**config.mk**
```make
export PLATFORM = sky130hd
export DESIGN_NAME = top_spi_nn
export DESIGN_NICKNAME = d
export VERILOG_FILES = /design/src/rtl/top_spi_nn_pkg.sv /design/src/rtl/top_spi_nn_spi_slave_regif.sv /design/src/rtl/top_spi_nn.sv
export SDC_FILE = /design/constraint.sdc
export NUM_CORES = 1
export LEC_CHECK = 0
export ABC_AREA = 1
export BUFFER_PORTS_ARGS = -buffer_cell sky130_fd_sc_hd__buf_2
export CELL_PAD_IN_SITES_DETAIL_PLACEMENT = 1
export CELL_PAD_IN_SITES_GLOBAL_PLACEMENT = 2
export CORE_AREA = 2 2 309 311
export DETAILED_ROUTE_END_ITERATION = 6
export DIE_AREA = 0 0 311 313
export GPL_ROUTABILITY_DRIVEN = 0
export PLACE_DENSITY = 0.88
export SKIP_LAST_GASP = 1
export SYNTH_ARGS = -nofsm -noshare
export SYNTH_HDL_FRONTEND = slang
export SYNTH_SLANG_ARGS = --single-unit
```
**constraint.sdc**
```tcl
create_clock -name sclk -period 27.6 [get_ports sclk]
set_input_delay 5.52 -clock sclk [delete_from_list [all_inputs] [get_ports sclk]]
set_output_delay 5.52 -clock sclk [all_outputs]
set_load 0.01 [all_outputs]
```
**src/rtl/top_spi_nn_pkg.sv**
```systemverilog
`default_nettype none
// +----------------------------------------------------------------------+
// | top_spi_nn_pkg : SPI frame layout, register map, reset constants      |
// | Revision 1.0                                                          |
// +----------------------------------------------------------------------+
package top_spi_nn_pkg;
  localparam int FRAME_BITS = 32;
  localparam int ADDR_W     = 7;
  localparam int DATA_W     = 24;
  localparam int THRESH_RST = 64;

  localparam logic [ADDR_W-1:0] ADDR_CTRL   = 7'h00;
  localparam logic [ADDR_W-1:0] ADDR_INPUT  = 7'h01;
  localparam logic [ADDR_W-1:0] ADDR_STATUS = 7'h02;
  localparam logic [ADDR_W-1:0] ADDR_THRESH = 7'h03;
  localparam logic [ADDR_W-1:0] ADDR_WBASE  = 7'h10;

  function automatic logic is_waddr(input logic [ADDR_W-1:0] a, input int nw);
    return (a >= ADDR_WBASE) && (int'(a - ADDR_WBASE) < nw);
  endfunction
endpackage
`default_nettype wire

```
**src/rtl/top_spi_nn_spi_slave_regif.sv**
```systemverilog
`default_nettype none
// +----------------------------------------------------------------------+
// | spi_slave_regif : 32-bit SPI slave frame decoder with register port   |
// | Revision 1.0                                                          |
// +----------------------------------------------------------------------+
module spi_slave_regif
  import top_spi_nn_pkg::*;
(
  input  logic              clk,
  input  logic              rst_n,
  input  logic              i_ss_n,
  input  logic              i_mosi,
  input  logic [DATA_W-1:0] i_rd_data,
  output logic              o_miso,
  output logic [ADDR_W-1:0] o_rd_addr,
  output logic [ADDR_W-1:0] o_addr,
  output logic              o_wr_en,
  output logic [DATA_W-1:0] o_wr_data,
  output logic              o_rd_done
);
  localparam logic [5:0] CNT_ADDR_DONE = 6'(ADDR_W);
  localparam logic [5:0] CNT_LAST      = 6'(FRAME_BITS - 1);
  localparam logic [5:0] CNT_FULL      = 6'(FRAME_BITS);

  logic [5:0]        r_cnt;
  logic [DATA_W-2:0] r_shift;
  logic              r_rw;
  logic [ADDR_W-1:0] r_addr;
  logic [DATA_W-1:0] r_rd_data;
  logic              r_miso;
  logic              w_active;
  logic              w_last;
  logic [4:0]        w_bit_idx;

  assign w_active  = !i_ss_n && (r_cnt < CNT_FULL);
  assign w_last    = w_active && (r_cnt == CNT_LAST);
  assign w_bit_idx = 5'(CNT_LAST - r_cnt);
  // Only the newest 23 bits are kept: enough for the address at bit 24 and the data at bit 0.
  assign o_rd_addr = {r_shift[ADDR_W-2:0], i_mosi};
  assign o_addr    = r_addr;
  assign o_wr_data = {r_shift, i_mosi};
  assign o_wr_en   = w_last && !r_rw;
  assign o_rd_done = w_last && r_rw;
  assign o_miso    = r_miso & ~i_ss_n;

  always_ff @(posedge clk) begin
    if (!rst_n) begin
      r_cnt     <= '0;
      r_shift   <= '0;
      r_rw      <= 1'b0;
      r_addr    <= '0;
      r_rd_data <= '0;
    end else if (i_ss_n) begin
      r_cnt <= '0;
    end else if (w_active) begin
      r_shift <= {r_shift[DATA_W-3:0], i_mosi};
      r_cnt   <= r_cnt + 6'd1;
      if (r_cnt == '0) r_rw <= i_mosi;
      if (r_cnt == CNT_ADDR_DONE) begin
        r_addr    <= o_rd_addr;
        r_rd_data <= i_rd_data;
      end
    end
  end

  // Read data leaves on the falling edge so the host samples it on the next rising edge.
  always_ff @(negedge clk) begin
    if (!rst_n) begin
      r_miso <= 1'b0;
    end else if (!i_ss_n && r_rw && (r_cnt > CNT_ADDR_DONE) && (r_cnt <= CNT_LAST)) begin
      r_miso <= r_rd_data[w_bit_idx];
    end else begin
      r_miso <= 1'b0;
    end
  end
endmodule
`default_nettype wire

```
**src/rtl/top_spi_nn.sv**
```systemverilog
`default_nettype none
// +----------------------------------------------------------------------+
// | top_spi_nn : LIF spiking network, fully connected, SPI configured     |
// | Revision 1.0                                                          |
// +----------------------------------------------------------------------+
module top_spi_nn
  import top_spi_nn_pkg::*;
#(
  parameter int NUM_NEURONS = 4,
  parameter int WEIGHT_W    = 8,
  parameter int POT_W       = 16
) (
  input  logic                   sclk,
  input  logic                   rst_n,
  input  logic                   ss_n,
  input  logic                   mosi,
  output logic                   miso,
  output logic [NUM_NEURONS-1:0] monitor_spikes
);
  localparam int N      = NUM_NEURONS;
  localparam int NW     = N * N;
  localparam int IDX_W  = (NW > 1) ? $clog2(NW) : 1;
  localparam int WDEPTH = 1 << IDX_W;
  localparam int SUM_W  = ((POT_W > WEIGHT_W) ? POT_W : WEIGHT_W) + 4;
  localparam logic signed [SUM_W-1:0] ZERO = '0;
  localparam logic signed [SUM_W-1:0] ONE  = SUM_W'(1);
  localparam logic signed [SUM_W-1:0] VMAX = {{(SUM_W-POT_W+1){1'b0}}, {(POT_W-1){1'b1}}};
  localparam logic signed [SUM_W-1:0] VMIN = {{(SUM_W-POT_W+1){1'b1}}, {(POT_W-1){1'b0}}};

  logic                    r_run;
  logic [POT_W-1:0]        r_thresh;
  logic [WEIGHT_W-1:0]     r_w [WDEPTH];
  logic signed [POT_W-1:0] r_v [N];
  logic [N-1:0]            r_spk;
  logic [N-1:0]            r_ext;
  logic [N-1:0]            r_status;

  logic [ADDR_W-1:0]       w_rd_addr;
  logic [ADDR_W-1:0]       w_addr;
  logic [DATA_W-1:0]       w_rd_data;
  logic [DATA_W-1:0]       w_wr_data;
  logic                    w_wr_en;
  logic                    w_rd_done;
  logic [IDX_W-1:0]        w_ridx;
  logic [IDX_W-1:0]        w_widx;
  logic [N-1:0]            w_pre;
  logic [N-1:0]            w_fire;
  logic signed [POT_W-1:0] w_v_next [N];
  logic signed [SUM_W-1:0] w_thr;
  logic                    w_unused;

  spi_slave_regif u_spi (
    .clk       (sclk),
    .rst_n     (rst_n),
    .i_ss_n    (ss_n),
    .i_mosi    (mosi),
    .i_rd_data (w_rd_data),
    .o_miso    (miso),
    .o_rd_addr (w_rd_addr),
    .o_addr    (w_addr),
    .o_wr_en   (w_wr_en),
    .o_wr_data (w_wr_data),
    .o_rd_done (w_rd_done)
  );

  assign monitor_spikes = r_spk;
  assign w_ridx   = IDX_W'(w_rd_addr - ADDR_WBASE);
  assign w_widx   = IDX_W'(w_addr - ADDR_WBASE);
  assign w_pre    = r_ext | r_spk;
  assign w_thr    = $signed({{(SUM_W-POT_W){1'b0}}, r_thresh});
  assign w_unused = ^w_wr_data;

  always_comb begin
    w_rd_data = '0;
    case (w_rd_addr)
      ADDR_CTRL:   w_rd_data[0]         = r_run;
      ADDR_STATUS: w_rd_data[N-1:0]     = r_status;
      ADDR_THRESH: w_rd_data[POT_W-1:0] = r_thresh;
      default: if (is_waddr(w_rd_addr, NW)) w_rd_data[WEIGHT_W-1:0] = r_w[w_ridx];
    endcase
  end

  always_comb begin
    logic signed [SUM_W-1:0] acc;
    acc    = ZERO;
    w_fire = '0;
    for (int post = 0; post < N; post++) begin
      acc = SUM_W'(r_v[post]);
      for (int pre = 0; pre < N; pre++) begin
        if (w_pre[pre]) acc = acc + SUM_W'($signed(r_w[IDX_W'(pre*N + post)]));
      end
      if (acc > ZERO)      acc = acc - ONE;
      else if (acc < ZERO) acc = acc + ONE;
      if (acc > VMAX)      acc = VMAX;
      else if (acc < VMIN) acc = VMIN;
      w_fire[post]   = (acc >= w_thr);
      w_v_next[post] = w_fire[post] ? '0 : acc[POT_W-1:0];
    end
  end

  always_ff @(posedge sclk) begin
    if (!rst_n) begin
      r_run    <= 1'b0;
      r_thresh <= POT_W'(THRESH_RST);
      r_spk    <= '0;
      r_ext    <= '0;
      r_status <= '0;
      for (int i = 0; i < WDEPTH; i++) r_w[i] <= '0;
      for (int i = 0; i < N; i++) r_v[i] <= '0;
    end else begin
      r_ext <= '0;
      if (w_wr_en) begin
        case (w_addr)
          ADDR_CTRL:   r_run    <= w_wr_data[0];
          ADDR_INPUT:  r_ext    <= w_wr_data[N-1:0];
          ADDR_THRESH: r_thresh <= w_wr_data[POT_W-1:0];
          default: if (is_waddr(w_addr, NW)) r_w[w_widx] <= w_wr_data[WEIGHT_W-1:0];
        endcase
      end
      // run=0 holds the core in soft reset; CTRL and the weights survive.
      if (!r_run) begin
        r_spk    <= '0;
        r_status <= '0;
        for (int i = 0; i < N; i++) r_v[i] <= '0;
      end else begin
        r_spk    <= w_fire;
        r_status <= ((w_rd_done && (w_addr == ADDR_STATUS)) ? '0 : r_status) | w_fire;
        for (int i = 0; i < N; i++) r_v[i] <= w_v_next[i];
      end
    end
  end
endmodule
`default_nettype wire

```
==> results of run 1 <==
[kinds of logic (layout without fill, tap and decap cells)]
| family | after synthesis | after routing |
|---|---|---|
| and+or+nand+nor | 3253 | 3253 |
| other | 1 | 49 |
| muxes | 1 | 1 |
| AOI/OAI and AO/OA | 1019 | 1019 |
| buffers and inverters | 939 | 890 |
| xor gates and xnor gates | 172 | 172 |
| adders and majority gates | 397 | 397 |
| DFF | 267 | 267 |
[worst max-delay path: stages, from the launching register on]
cell and delay, ps:
dfxtp_1 330, inv_1 50, nor2_1 80, buf_2 130
[power breakdown]
| group | switching (W) | leakage (nW) | total, W | internal, W |
|---|---|---|---|---|
| clock | 0.000174 | 0.454 | 0.000380 | 0.000206 |
| combinational | 0.000228 | 17.5 | 0.000338 | 0.000109 |
| sequential | 0.0000248 | 2.47 | 0.000463 | 0.000439 |
[per-layer routing]
metal	global-route usage	routed length (um)	part of all wire	vias to the layer above
met5	0	7	0.000048	-
met4	0.0929	5120	0.035	2
met3	0.0132	4950	0.034	204
met2	0.504	67900	0.46	722
met1	0.394	68000	0.47	19200
li1	-	-	-	19800
[state kept, by name (all words and copies together) (netlist names)]
signal / cells
monitor_spikes: 4
r_ext: 4
r_thresh: 16
r_status: 4
r_run: 1
u_spi.r_shift: 15
r_v: 64
u_spi.r_cnt: 6
r_w: 128
u_spi.r_miso: 1
u_spi.o_addr: 7
u_spi.r_rw: 1
u_spi.r_rd_data: 16
[final timing paths]
kind,end,slack (ps),cells after the start
worst max-delay path,miso,7090,3
worst min-delay path,u_spi.r_rd_data[13],470,2
worst max register to register,u_spi.r_miso,11950,6
worst min register to register,u_spi.r_rd_data[13],470,2
[cell usage after synthesis (45+ instances only)]
master / instances / area share
nor2_1: 679 / 0.068
nor2_2: 63 / 0.011
nand3_1: 442 / 0.059
ha_1: 381 / 0.13
nor3_1: 59 / 0.0079
o22ai_1: 45 / 0.0076
o21ai_0: 302 / 0.041
inv_1: 768 / 0.077
xor2_1: 108 / 0.025
clkbuf_1: 63 / 0.0063
nand4_1: 97 / 0.016
nand2_1: 1711 / 0.17
o21ai_1: 54 / 0.0073
xnor2_1: 64 / 0.015
dfxtp_1: 91 / 0.049
edfxtp_1: 176 / 0.14
a21oi_1: 418 / 0.056
[layout make-up]
cell class                      count  area, um2
Fill cell                       13000      54800
Timing Repair Buffer               27        183
Clock buffer                       33        751
Clock inverter                     22        154
Sequential cell                   267       7110
Tap cell                         1265       1580
Antenna cell                        1       2.50
Multi-Input combinational cell   4890      26600
Inverter                          808       3040
[stage by stage]
| stage | power (W) | cell area (um2) | util | cells | worst slack (ps) |
|---|---|---|---|---|---|
| 2_1_floorplan | 0.000704 | 37400 | - | 6096 | 7370 |
| 3_3_place_gp | 0.000795 | 38500 | 0.409 | 7258 | 7150 |
| 3_5_place_dp | 0.000804 | 38500 | 0.409 | 7258 | 7150 |
| 4_1_cts | 0.00118 | 39400 | 0.418 | 7312 | 7050 |
| 5_1_grt | 0.00124 | 39400 | 0.418 | 7312 | 7030 |
| 6_report | 0.00118 | 39400 | 0.418 | 7313 | 7090 |
==> flow_summary.ini, run 1 <==
[logic_synthesis]
synthXorXnorAreaFrac = 0.0404
synthArstFlopShare = 0
yosysWarnings = 0
synth_ff_type = edfxtp_1
synth-adder-area-share = 0.137
syn_area_mm2 = 0.0372
syn-instance-count = 6049
ys_seq_elements = 267
ys_seq_area_frac = 0.191
synth-compound-area-share = 0.155
synth.avg_cell_area_um2 = 6.16
synth_mux_area_frac = 0.000269
synth_top_family_by_area = simple AND/OR/NAND/NOR gates
yosysUniqueCellTypes = 79
synth_simple_gate_area_frac = 0.376
synth-edff-count = 176

[grt]
grt_max_degree = 71
grt_pass1_wl_um = 228000
grt_usage = 0.292
grt_antenna_before_repair = 1
grt_pass1_vias = 40200
grt_overflow = 0

[sta]
hold_viol_final = 0
slew_headroom = 0.193
skew_ps = 37.1
setup_viol = 0
tightest_slew_ps = 1210
tns_ps = 0
slew_viol_final = 0
hold_slack_ps = 470
rsz0062_at_grt = no

[clocking]
cts_hold_buf = 0
post_cts_resized = 0
cts_tree = built
h-tree-depth = 1
cts-buffers-inserted = 29
clock_latency_ps = 600
cts_root_buf = clkbuf_16
cts_setup_buffers = 0
cts_sinks = 267
cts_buffer_depth = 3
clkTransAtPathRegs_ps = 70

[route]
num_vias = 39900
vias_per_cell = 5.46
totalWireLength_um = 146000
first_pass_iters = 6
drcViolationCount = 0
drtAntennaViolNets = 0
drt_iter0_markers = 2802
routedWlPerCell_um = 20.0

[min_path]
hold_start = r_thresh[13]
hold_path_class = reg -> reg

[placed_design]
dp_hpwl_um = 120000
port_buffers = 8

[power]
ir_drop_mv = 0.0440
powerDensity_mw_per_mm2 = 30.0
leakage_nw = 20.4

[setup_path]
required_ps = 22080
crit_arrival_ps = 14990
cp-start-kind = flop
crit_path_start = u_spi.r_miso
crit_path_max_fanout = 1
end_kind = primary output
worstSetupPathType = reg -> out
rr_startpoint = u_spi.r_cnt[0]

[die]
initial_utilization = 0.396
core_mm2 = 0.0942
die_y_um = 313
io_pins = 9
die_w_um = 311
row_count = 113
fp.dieArea_mm2 = 0.0973

[finish]
synthToLayoutAreaGrowth_pct = 5.80
drive_above_1_share = 0.0532
layout_common_cells = 1711 x nand2_1, 767 x inv_1, 677 x nor2_1, 442 x nand3_1, 418 x a21oi_1
nNetsFinal = 6425
final_common_cell = nand2_1

[status]
status = complete, no violations

[flow_run]
cap_viol_max_count = 0
Note: power is estimated with default switching activity, not from simulation.
==> run 2: changes to the inputs <==
- CORE_AREA: 2 2 309 311 -> 2 2 339 341
- DIE_AREA: 0 0 311 313 -> 0 0 341 343
- PLACE_DENSITY: 0.88 -> 0.77
- clock period: 27.6 -> 17 ns (I/O delays scaled with it)
==> run 2 against run 1 <==
- sequential power is 63% higher
- worst hold slack better by 5.7 ps
- register-to-register slack worse by 7000 ps
- largest cell class unchanged
==> flow_summary.ini, run 2 (same netlist as run 1, synthesis figures left out) <==
[status]
status = complete, no violations

[route]
routedWlPerCell_um = 19.9
num_vias = 39700
totalWireLength_um = 150000
drtAntennaViolNets = 0
drcViolationCount = 0
vias_per_cell = 5.24
first_pass_iters = 5
drt_iter0_markers = 2240

[setup_path]
worstSetupPathType = reg -> out
cp-start-kind = flop
critPathSlowestCell = dfxtp_1
crit_arrival_ps = 9630
end_kind = primary output
crit_path_max_fanout = 1
critical-path-max-stage-delay_ps = 300
required_ps = 13600
crit_path_cell_trace = inv_1 > nor2_1 > buf_2

[grt]
grt_pass1_wl_um = 232000
grt_pass1_vias = 39600
grt_max_degree = 86
grt_usage = 0.252
grt_antenna_before_repair = 0
grt_overflow = 0

[finish]
nNetsFinal = 6429
synthToLayoutAreaGrowth_pct = 7.21
regMostFlops = r_w
layout_common_cells = 1711 x nand2_1, 767 x inv_1, 677 x nor2_1, 442 x nand3_1, 418 x a21oi_1
top_regs = r_w (128), r_v (64)
finalNonFillerCells = 7565
post-route-util = 0.352
largest_register_ffs = 128
fillCellCount = 15100
diodes = 0
final_common_cell = nand2_1
drive_above_1_share = 0.0535

[clocking]
h-tree-depth = 2
cts_buffer_depth = 3
cts_root_buf = clkbuf_16
cts-buffers-inserted = 34
clock_latency_ps = 600
cts_sinks = 267
cts_hold_buf = 0
cts_setup_buffers = 0
post_cts_resized = 0
clkTransAtPathRegs_ps = 60
cts_tree = built

[power]
powerDensity_mw_per_mm2 = 51.1
ir_drop_mv = 0.0571
leakage_nw = 20.5
power.total_w = 0.00204

[flow_run]
cap_viol_max_count = 0

[placed_design]
dp_hpwl_um = 123000
port_buffers = 8
place_inst = 7504
post-place-ws_ps = 4190

[sta]
slew_headroom = 0.232
setup_viol = 0
hold_viol_final = 0
rsz0062_at_grt = no
setup_ws_ps = 3970
skew_ps = 64.4
slew_viol_final = 0
tns_ps = 0
tightest_slew_ps = 1150

[die]
initial_utilization = 0.328
fp.dieArea_mm2 = 0.117
row_count = 124
die_w_um = 341
die_y_um = 343
io_pins = 9
core_mm2 = 0.113

[min_path]
hold_path_class = reg -> reg
## run 2: changes by cell type in the layout (fill, tap and decap cells not counted), moves of 2 or more
| cell | delta |
|---|---|
| clkbuf_16 | +7 |
| clkinv_2 | -7 |
| buf_4 | -2 |
| bufinv_16 | +2 |
| clkbuf_1 | +2 |
| clkinv_1 | +2 |
| inv_6 | +2 |
## run 2: cell type report
class / instances / area, um2 / share of cell area
inverter: 808 / 3040 / 0.0761
sequential: 267 / 7110 / 0.178
timing repair buffer: 26 / 188 / 0.00470
multi-input combinational: 4890 / 26600 / 0.666
clock inverter: 19 / 171 / 0.00429
clock buffer: 43 / 947 / 0.0237
tap: 1512 / 1890 / 0.0474
## run 2: path summary, 6_finish.rpt
| kind | from | to | slack (ps) | cells past startpoint |
|---|---|---|---|---|
| setup reg to reg | monitor_spikes[0] | r_v[1][5] | 4980 | 63 |
| hold / removal | r_thresh[15] | u_spi.r_rd_data[15] | 480 | 2 |
| setup / recovery | u_spi.r_miso | miso | 3970 | 3 |
| hold reg to reg | r_thresh[15] | u_spi.r_rd_data[15] | 480 | 2 |
## run 2: metrics by stage
step                hold slack [ps]  cell area, um2
global placement                455           38800
detailed placement              457           38800
floorplan                       441           37400
global route                    496           39900
CTS                             466           39900
finish                          476           39900
## run 2: critical path: cells and delay by family, from the launching register on
kind | cells | cell delay [ps]
flops | 1 | 300
buf+inv | 2 | 160
simple gates | 1 | 70
## run 2: per-layer routing
metal  vias to the layer above  routed length, um  part of all wire  global-route usage
met1                     19100              71200              0.47               0.341
met2                       625              70000              0.47               0.435
met5                         -                  0                 0                   0
li1                      19800                  -                 -                   -
met4                         0               4720             0.031              0.0730
met3                       158               4450             0.030              0.0121
## run 2: report_power, final
part	internal [W]	leakage (nW)	total (W)	switching [W]
registers	0.000712	2.47	0.000755	0.0000429
logic	0.000177	17.5	0.000548	0.000370
clock network	0.000441	0.547	0.000736	0.000296
total	0.00133	20.5	0.00204	0.000709
==> run 3: changes to the inputs <==
- CORE_AREA: 2 2 339 341 -> 2 2 321 323
- DIE_AREA: 0 0 341 343 -> 0 0 323 325
- PLACE_DENSITY: 0.77 -> 0.82
- clock period: 17 -> 12.9 ns (I/O delays scaled with it)
==> run 3 against run 2 <==
- routed wire length rose by 0.57%
- register-to-register slack lost 3700 ps
- clock-buffer cell count shrank 2
- first-iteration DRC count up 15%
- cell count down 1.9%
- worst hold slack worse by 9.9 ps
- power increased by 29%
- sequential share of layout area grew 0.12 points
- via count up 1.4%
- sequential power increased by 32%
- flip-flop and latch count unchanged
- global-route usage up 3.1 points
- largest power group unchanged
==> flow_summary.ini, run 3 (same netlist as run 1, synthesis figures left out) <==
[route]
totalWireLength_um = 151000
routedWlPerCell_um = 20.4
num_vias = 40200
vias_per_cell = 5.42
drcViolationCount = 0
first_pass_iters = 5
drt_iter0_markers = 2581
drtAntennaViolNets = 0

[sta]
rsz0062_at_grt = no
fin_crit_sh = 0.905
hold_viol_final = 0
setup_viol = 0
fmax_mhz = 85.7
period_needed_ps = 11670
slew_headroom = 0.193
slew_viol_final = 0
tightest_slew_ps = 1210
skew_ps = 26.5
tns_ps = 0

[setup_path]
rr_startpoint = monitor_spikes[0]
crit_arrival_ps = 12080
rr_worst_depth = 65
required_ps = 13310
crit_path_start = monitor_spikes[0]
cpMostUsedCell = nand2_1
worstSetupPathType = reg -> reg
critical-path-max-stage-delay_ps = 620
critPathSlowestCell = nor2_8
crit_path_max_fanout = 56
end_kind = flop
cp-start-kind = flop

[clocking]
post_cts_resized = 0
clock_latency_ps = 620
cts_hold_buf = 0
clkTransAtPathRegs_ps = 60
cts-buffers-inserted = 29
h-tree-depth = 1
cts_sinks = 267
cts_setup_buffers = 0
cts_buffer_depth = 3
cts_tree = built
cts_root_buf = clkbuf_16

[power]
powerDensity_mw_per_mm2 = 66.3
leakage_nw = 20.4
ir_drop_mv = 0.115

[placed_design]
placed_area_mm2 = 0.0386
dp_hpwl_um = 124000
place_inst = 7363
port_buffers = 8

[finish]
fillCellCount = 13800
synthToLayoutAreaGrowth_pct = 6.50
drive_above_1_share = 0.0536
top_regs = r_w (128), r_v (64)
layout_common_cells = 1711 x nand2_1, 767 x inv_1, 676 x nor2_1, 442 x nand3_1, 418 x a21oi_1
regMostFlops = r_w
final_common_cell = nand2_1
finalNonFillerCells = 7418
postLayoutCellArea_mm2 = 0.0397
largest_register_ffs = 128
nNetsFinal = 6427

[grt]
grt_pass1_wl_um = 235000
grt_pass1_vias = 40200
grt_max_degree = 67
grt_overflow = 0
grt_usage = 0.283
grt_antenna_before_repair = 3

[die]
row_count = 117
die_y_um = 325
fp.dieArea_mm2 = 0.105
io_pins = 9
initial_utilization = 0.368
die_w_um = 323
core_mm2 = 0.101

[status]
status = complete, no violations

[min_path]
hold_depth = 2
hold_start = u_spi.r_rd_data[13]
hold_path_class = reg -> reg

[flow_run]
cap_viol_max_count = 0
==> run 3: changes by cell type in the layout (fill, tap and decap cells not counted), sizes merged <==
cell	before	now
clkinv	19	12
clkbuf	43	41
buf	26	29
bufinv	3	5
diode	0	1
==> run 3: layout make-up <==
cell class | count | area, um2 | share of cell area
Antenna cell | 1 | 2.50 | 0.0000631
Clock buffer | 41 | 801 | 0.0202
Clock inverter | 14 | 216 | 0.00546
Inverter | 808 | 3040 | 0.0766
Multi-Input combinational cell | 4890 | 26600 | 0.670
Sequential cell | 267 | 7110 | 0.179
Tap cell | 1368 | 1710 | 0.0431
Timing Repair Buffer | 29 | 198 | 0.00498
==> run 3: through the flow <==
| stage | total power [W] | util | worst slack (ps) | hold WS [ps] |
|---|---|---|---|---|
| floorplan | 0.00151 | - | 2960 | 441 |
| global placement | 0.00172 | 0.381 | 1130 | 451 |
| detailed placement | 0.00172 | 0.381 | 951 | 457 |
| CTS | 0.00262 | 0.391 | 835 | 467 |
| global route | 0.00276 | 0.392 | 47.8 | 489 |
| finish | 0.00263 | 0.392 | 1230 | 466 |
==> run 3: critical path, delay by kind of cell (launching register included) <==
kind,cells,cell delay (ps)
AO/OA/AOI/OAI,16,2930
flip-flops,1,360
buffers and inverters,6,860
adder cells (fa/ha/maj),5,2000
AND/OR/NAND/NOR,38,5260
==> run 3: path summary, 6_finish.rpt <==
| path | endpoint | slack, ps |
|---|---|---|
| min reg2reg | u_spi.r_rd_data[13] | 470 |
| max reg2reg | r_v[3][4] | 1230 |
| min | u_spi.r_rd_data[13] | 470 |
| max | r_v[3][4] | 1230 |
==> run 3: report_power, final <==
| part | internal (W) | switching, W | total [W] |
|---|---|---|---|
| logic | 0.000234 | 0.000491 | 0.000725 |
| registers | 0.000938 | 0.0000555 | 0.000994 |
| clock network | 0.000535 | 0.000374 | 0.000909 |
| total | 0.00171 | 0.000920 | 0.00263 |
==> run 3: per-layer routing <==
layer | global-route usage | wire [um]
met1 | 0.393 | 72000
met2 | 0.476 | 69600
met5 | 0 | 0
met3 | 0.0190 | 5820
met4 | 0.0679 | 3850
